===== src/rtl/ternary_pkg.sv =====
// Shared constants and types for the ternary weight stream unpacker.
// Five base-3 trits per byte, each trit mapped to a 2-bit signed weight code.
package ternary_pkg;

  localparam int unsigned BYTE_W         = 8;
  localparam int unsigned TRITS_PER_BYTE = 5;
  localparam int unsigned WBITS_PER_BYTE = 10;
  localparam int unsigned MAX_CODE       = 242;

  localparam logic [1:0] W_ZERO = 2'b00;
  localparam logic [1:0] W_POS  = 2'b01;
  localparam logic [1:0] W_NEG  = 2'b11;

  typedef enum logic [1:0] {
    TRIT_0 = 2'd0,
    TRIT_1 = 2'd1,
    TRIT_2 = 2'd2
  } trit_e;

  typedef struct packed {
    logic [WBITS_PER_BYTE-1:0] w;
    logic                      err;
  } lane_dec_t;

  // Trit value 0/1/2 to weight code 0/+1/-1.
  function automatic logic [1:0] trit_code(input logic [1:0] t);
    logic [1:0] c;
    c = W_NEG;
    if (t == 2'(TRIT_0)) c = W_ZERO;
    else if (t == 2'(TRIT_1)) c = W_POS;
    return c;
  endfunction

endpackage


===== src/rtl/ternary_lane_decode.sv =====
// Combinational decode of one packed byte into five 2-bit ternary weights.
// Codes above MAX_CODE flag an error; a masked lane always yields zero.
module ternary_lane_decode
  import ternary_pkg::*;
(
  input  logic [BYTE_W-1:0]         data_i,
  input  logic                      keep_i,
  output logic [WBITS_PER_BYTE-1:0] w_o,
  output logic                      err_o
);

  logic [BYTE_W-1:0] rem;
  logic [1:0]        trit;

  // Peel off base-3 digits least significant first.
  always_comb begin
    rem   = data_i;
    trit  = 2'd0;
    w_o   = '0;
    err_o = 1'b0;
    if (keep_i) begin
      if (data_i > BYTE_W'(MAX_CODE)) begin
        err_o = 1'b1;
      end else begin
        for (int unsigned i = 0; i < TRITS_PER_BYTE; i++) begin
          trit         = 2'(rem % BYTE_W'(3));
          w_o[2*i +: 2] = trit_code(trit);
          rem          = rem / BYTE_W'(3);
        end
      end
    end
  end

endmodule


===== src/rtl/ternary_stream_unpacker.sv =====
// Two-stage valid/ready pipeline unpacking LANES ternary-coded bytes per beat.
// Optional saturating error counter enabled by macro TERNARY_ERR_CNT_EN.
module ternary_stream_unpacker
  import ternary_pkg::*;
#(
  parameter int unsigned LANES = 4,
  parameter int unsigned CNT_W = 16
) (
  input  logic                             clk,
  input  logic                             rst_n,
  input  logic                             in_valid,
  output logic                             in_ready,
  input  logic [BYTE_W*LANES-1:0]          in_data,
  input  logic [LANES-1:0]                 in_keep,
  output logic                             out_valid,
  input  logic                             out_ready,
  output logic [WBITS_PER_BYTE*LANES-1:0]  out_w,
  output logic [LANES-1:0]                 out_err_lane,
  output logic                             out_err
`ifdef TERNARY_ERR_CNT_EN
  ,
  input  logic                             err_clr,
  output logic [CNT_W-1:0]                 err_cnt
`endif
);

  localparam int unsigned DW = BYTE_W * LANES;
  localparam int unsigned WW = WBITS_PER_BYTE * LANES;

  logic          s1_valid_q, s1_valid_d;
  logic [DW-1:0] s1_data_q, s1_data_d;
  logic [LANES-1:0] s1_keep_q, s1_keep_d;
  logic          s2_valid_q, s2_valid_d;
  logic [WW-1:0] s2_w_q, s2_w_d;
  logic [LANES-1:0] s2_err_q, s2_err_d;
  logic          s2_any_q, s2_any_d;

  logic          s1_adv, s2_adv;
  logic [WW-1:0] dec_w;
  logic [LANES-1:0] dec_err;

  for (genvar k = 0; k < int'(LANES); k++) begin : g_lane
    ternary_lane_decode u_dec (
      .data_i (s1_data_q[BYTE_W*k +: BYTE_W]),
      .keep_i (s1_keep_q[k]),
      .w_o    (dec_w[WBITS_PER_BYTE*k +: WBITS_PER_BYTE]),
      .err_o  (dec_err[k])
    );
  end

  assign s2_adv = ~s2_valid_q | out_ready;
  assign s1_adv = ~s1_valid_q | s2_adv;

  // Stage loads: S1 captures raw bytes, S2 captures decoded weights.
  always_comb begin
    s1_valid_d = s1_valid_q;
    s1_data_d  = s1_data_q;
    s1_keep_d  = s1_keep_q;
    s2_valid_d = s2_valid_q;
    s2_w_d     = s2_w_q;
    s2_err_d   = s2_err_q;
    s2_any_d   = s2_any_q;
    if (s1_adv) begin
      s1_valid_d = in_valid;
      if (in_valid) begin
        s1_data_d = in_data;
        s1_keep_d = in_keep;
      end
    end
    if (s2_adv) begin
      s2_valid_d = s1_valid_q;
      if (s1_valid_q) begin
        s2_w_d   = dec_w;
        s2_err_d = dec_err;
        s2_any_d = |dec_err;
      end
    end
  end

  always_ff @(posedge clk or negedge rst_n) begin
    if (!rst_n) begin
      s1_valid_q <= 1'b0;
      s1_data_q  <= '0;
      s1_keep_q  <= '0;
      s2_valid_q <= 1'b0;
      s2_w_q     <= '0;
      s2_err_q   <= '0;
      s2_any_q   <= 1'b0;
    end else begin
      s1_valid_q <= s1_valid_d;
      s1_data_q  <= s1_data_d;
      s1_keep_q  <= s1_keep_d;
      s2_valid_q <= s2_valid_d;
      s2_w_q     <= s2_w_d;
      s2_err_q   <= s2_err_d;
      s2_any_q   <= s2_any_d;
    end
  end

  assign in_ready     = s1_adv;
  assign out_valid    = s2_valid_q;
  assign out_w        = s2_w_q;
  assign out_err_lane = s2_err_q;
  assign out_err      = s2_any_q;

`ifdef TERNARY_ERR_CNT_EN
  localparam int unsigned POP_W = $clog2(LANES + 1);

  logic [CNT_W-1:0] cnt_q, cnt_d;
  logic [POP_W-1:0] pop;
  logic [CNT_W:0]   sum;

  // Saturating count of flagged lanes on delivered beats; clear has priority.
  always_comb begin
    pop = '0;
    for (int unsigned k = 0; k < LANES; k++) begin
      pop = pop + POP_W'(s2_err_q[k]);
    end
    sum   = {1'b0, cnt_q} + (CNT_W + 1)'(pop);
    cnt_d = cnt_q;
    if (err_clr) begin
      cnt_d = '0;
    end else if (s2_valid_q && out_ready) begin
      cnt_d = sum[CNT_W] ? '1 : sum[CNT_W-1:0];
    end
  end

  always_ff @(posedge clk or negedge rst_n) begin
    if (!rst_n) cnt_q <= '0;
    else        cnt_q <= cnt_d;
  end

  assign err_cnt = cnt_q;
`endif

endmodule

===== config.mk =====
export PLATFORM = sky130hd
export DESIGN_NAME = ternary_stream_unpacker
export DESIGN_NICKNAME = d
export VERILOG_FILES = /design/src/rtl/ternary_pkg.sv /design/src/rtl/ternary_lane_decode.sv /design/src/rtl/ternary_stream_unpacker.sv
export SDC_FILE = /design/constraint.sdc
export NUM_CORES = 1
export LEC_CHECK = 0
export CORE_MARGIN = 1.5
export CORE_UTILIZATION = 39
export DETAILED_ROUTE_END_ITERATION = 8
export HOLD_SLACK_MARGIN = 0.05
export MAX_ROUTING_LAYER = met4
export SYNTH_ARGS = -nofsm -noshare
export SYNTH_HDL_FRONTEND = slang
export SYNTH_SLANG_ARGS = --single-unit

===== constraint.sdc =====
create_clock -name clk -period 31.4 [get_ports clk]
set_clock_uncertainty 0.1 [all_clocks]
set_input_delay 7.85 -clock clk [delete_from_list [all_inputs] [get_ports clk]]
set_output_delay 7.85 -clock clk [all_outputs]
set_load 0.01 [all_outputs]

## Yosys cells after proc, flatten, opt, wreduce, memory -nomap -nowiden

Index checks and enable logic that the tools add are counted.

| cells by class | value |
|---|---|
| divide/modulo/power cells | 36 |
| order comparisons | 4 |
| equality and inequality tests | 20 |
| mux-type cells | 56 |
| bitwise gates (word level) | 4 |
| reduce and logical (&&, ||, !) cells | 23 |

Operators with widths:

| cell | number |
|---|---|
| 8-bit by 2-bit remainder unit with 8-bit output (second input constant) | 20 |
| 8-bit by 2-bit divider with 8-bit output (second input constant) | 16 |
| 10-bit 2-to-1 mux | 8 |
| 2-bit 2-to-1 mux | 40 |
| 2-bit by 1-bit == test with 1-bit output (second input constant) | 20 |
| 2-bit logical NOT | 20 |
| 8-bit greater-than comparator (second input constant) | 4 |
| 1-bit 2-to-1 mux | 8 |
| 2-bit AND reduction | 2 |
| 4-bit OR reduction | 1 |
| 1-bit inverter | 2 |
| 1-bit OR | 2 |

| storage, ports and cells | value |
|---|---|
| bits in registers | 83 |
| output and inout bits | 47 |

## Depth between registers and ports, before layout

| depth | value |
|---|---|
| depth after elaboration | 10 |
| gate-level depth with buffers | 63 |
| gate-level depth less buffers | 58 |

## Cells and area by module

A second synthesis with hierarchy kept.

| unflattened totals | value |
|---|---|
| cell total of the unflattened synthesis | 1,695 |
| area total of the unflattened synthesis | 13,501.7 sq um |

By module, submodules not included:

| module | times used | cells each | area each (sq um) |
|---|---|---|---|
| ternary_lane_decode | 4 | 379 | 2,568.7 |
| ternary_stream_unpacker | 1 | 179 | 3,226.8 |

## Worst setup path after synthesis

Ideal clock, no wire load.

| path | value |
|---|---|
| kind | input port to output port |
| start point | in out_ready |
| end point | out in_ready |
| arrival | 8.064 ns |
| data required time | 23.450 ns |
| setup slack | 15.386 ns |
| stages on the path | 1 |
| buffers on the path | 0 |
| cell sequence | nand3b_1 |

| on the way | value |
|---|---|
| longest elaborated chain between the ends | 2 |

RTL lines:

| item | line | source |
|---|---|---|
| from (decl) | ternary_stream_unpacker.sv:16 | `input logic out_ready,` |
| 1-bit OR | ternary_stream_unpacker.sv:51 | `assign s2_adv = ~s2_valid_q \| out_ready;` |
| 1-bit OR | ternary_stream_unpacker.sv:52 | `assign s1_adv = ~s1_valid_q \| s2_adv;` |
| to (decl) | ternary_stream_unpacker.sv:12 | `output logic in_ready,` |

Every way passes these cells.

## Final worst setup path

Ends and elaborated chain as after synthesis.

==> results.cfg <==
[synthesis]
synthesis.area_um2 = 13500
synth_edf_count = 0
synthTopCellsByArea = dfrtp_1, ha_1, o21ai_0
synth.cells.most_frequent = nand2_1, nor2_1, o21ai_0
ys_warn_count = 0
yosysSeqAreaShare_pct = 15.39
syn_nets = 1917
synthCells = 1789
synth_top_area_cell = dfrtp_1
synth_top_area_share_pct = 15.39
syn_area_per_cell_um2 = 7.546
synth_seq_cells = 83
synth_ff_type = dfrtp_1
ys_types = 130
ys_async_sr_fraction_pct = 100.0
yosysMostFrequentCell = nand2_1

[clock_tree]
path_clk_slew_ps = 70
numCtsBuffers = 9
clock_path_buffers = 2
root_buffer = clkbuf_16
cts_sinks = 83
htreeDepth = 3
ctsResizeCount = 0
cts_tree = done
post_cts_buffers = 0
clock_latency_ps = 380
cts_hold_buf = 0

[drt]
wire_per_inst_um = 15.88
wl_um = 35530
drt_iter0_markers = 1191
first_pass_iters = 5
viasPerCell = 5.981
num_vias = 13380
postRouteAntennaNets = 0
drc_errors = 0

[placement]
placed_cell_area_um2 = 14430
place.gp.congestion = 0.8765
placed_cells = 2222
dp_slack_ps = 14430
dpl.hpwl_um = 26230
numPortBuffers = 86

[floorplan]
start_util_pct = 39.96
rows = 67
core_um2 = 33780
io_pins = 87
die_h_um = 189.0
dieWidth_um = 189.0
die_area_um2 = 35740

[grt]
grt_max_degree = 57
overflow = 0
grt_pass1_wl_um = 59510
track_usage_pct = 20.20
antenna_found_initial = 0
grt_pass1_vias = 12270

[sta]
worst_slack_ps = 14420
report.final.slew_viol_count = 0
worst_pin_slew_ps = 1089
setup_viol = 0
clock.fmax_mhz = 58.89
timing.final.crit_share_pct = 54.08
hold_viol_final = 0
tns_ps = 0
finalCriticalPeriod_ps = 16980
slew_headroom_pct = 27.17
rsz0062_at_grt = no

[worst_setup_path]
arrival_ps = 9030
startpoint_type = input port
critical_path_required_ps = 23450
crit_fanout = 3
critical_path_class = input port to output pin
crit_path_end_kind = output pin

[job]
drv_cap = 0

[hold_path]
holdCritPathClass = flip-flop to flip-flop

[cells_and_area]
drive_above_1_share_pct = 10.12
syn_to_final_growth_pct = 9.037
fillCellCount = 3380
instances_no_fill = 2237
antenna_cells = 0
fin_area_um2 = 14720
fin_nets = 1913

[run_status]
outcome = completed
[path summary, 6_finish.rpt]
path	slack [ps]	depth (start not counted)	endpoint	start
min in group asynchronous	7320	1	out_w[5]$_DFFE_PN0P_	rst_n
hold reg to reg	380	2	out_w[36]$_DFFE_PN0P_	out_w[36]$_DFFE_PN0P_
setup reg to reg	17280	49	out_w[38]$_DFFE_PN0P_	s1_data_q[30]$_DFFE_PN0P_
max in group asynchronous	22770	2	out_w[19]$_DFFE_PN0P_	rst_n
hold / removal	380	2	out_w[36]$_DFFE_PN0P_	out_w[36]$_DFFE_PN0P_
setup / recovery	14420	3	in_ready	out_ready
[worst max-delay path: stages]
cell and delay [ps]:
clkdlybuf4s50_1 470, nand3b_1 160, clkdlybuf4s50_1 560
[registers in the layout, indices dropped and copies added (netlist names)]
signal	count
s1_valid_q	1
out_valid	1
s1_keep_q	4
out_err_lane	4
s1_data_q	32
out_w	40
out_err	1
[per-stage QoR]
step,hold WS (ps),util (%)
final,376.6,43.57
after floorplan,357.2,-
after CTS,384.8,43.57
after global routing,403.8,43.57
after global placement,361.0,42.72
after detailed placement,367.1,42.72
[layer usage]
| metal | part of all wire [%] | vias up | track usage, % |
|---|---|---|---|
| li1 | - | 6682 | - |
| met4 | 1.6 | 0 | 5.159 |
| met5 | 0 | - | - |
| met3 | 3.6 | 42 | 2.169 |
| met1 | 49 | 6359 | 27.50 |
| met2 | 45 | 297 | 31.90 |
[cell families (layout without fill, tap and decap cells)]
kind of cell               Yosys count  after routing  share of synthesized area, %
and+or+nand+nor                    661            661                         26.28
muxes                               74             74                         6.015
xor gates and xnor gates            57             57                         3.698
AOI/OAI and AO/OA                  612            612                         33.46
DFF                                 83             83                         15.39
buffers and inverters              214            214                         7.007
adders and majority gates           88             88                         8.156
[area by class of cell]
class                      count  area [um2]  share of cell area [%]
clock buffer                  12       266.5                   1.811
inverter                     105       394.1                   2.678
multi-input combinational   1492       10480                   71.21
timing repair buffer          94       918.4                   6.239
clock inverter                 3       21.27                  0.1445
tap                          448       560.5                   3.808
sequential                    83        2077                   14.11
[cell usage in the layout (no fill, tap or decap), types with 26 or more instances in the layout]
cell type	Yosys	routed
a211oi_1	32	32
o211ai_1	30	30
clkdlybuf4s50_1	0	85
o21ai_0	129	129
nand3_1	31	31
or3_1	26	26
inv_1	98	98
xnor2_1	36	36
ha_1	88	88
nor3_1	47	47
nor2b_1	32	32
nor2_1	135	135
a21oi_1	102	102
nand2_1	160	158
dfrtp_1	83	83
mux2_2	48	48
nand2b_1	57	57
Power is not shown: default switching activity piles up to over one toggle a cycle in this logic, so the estimate is an artifact.
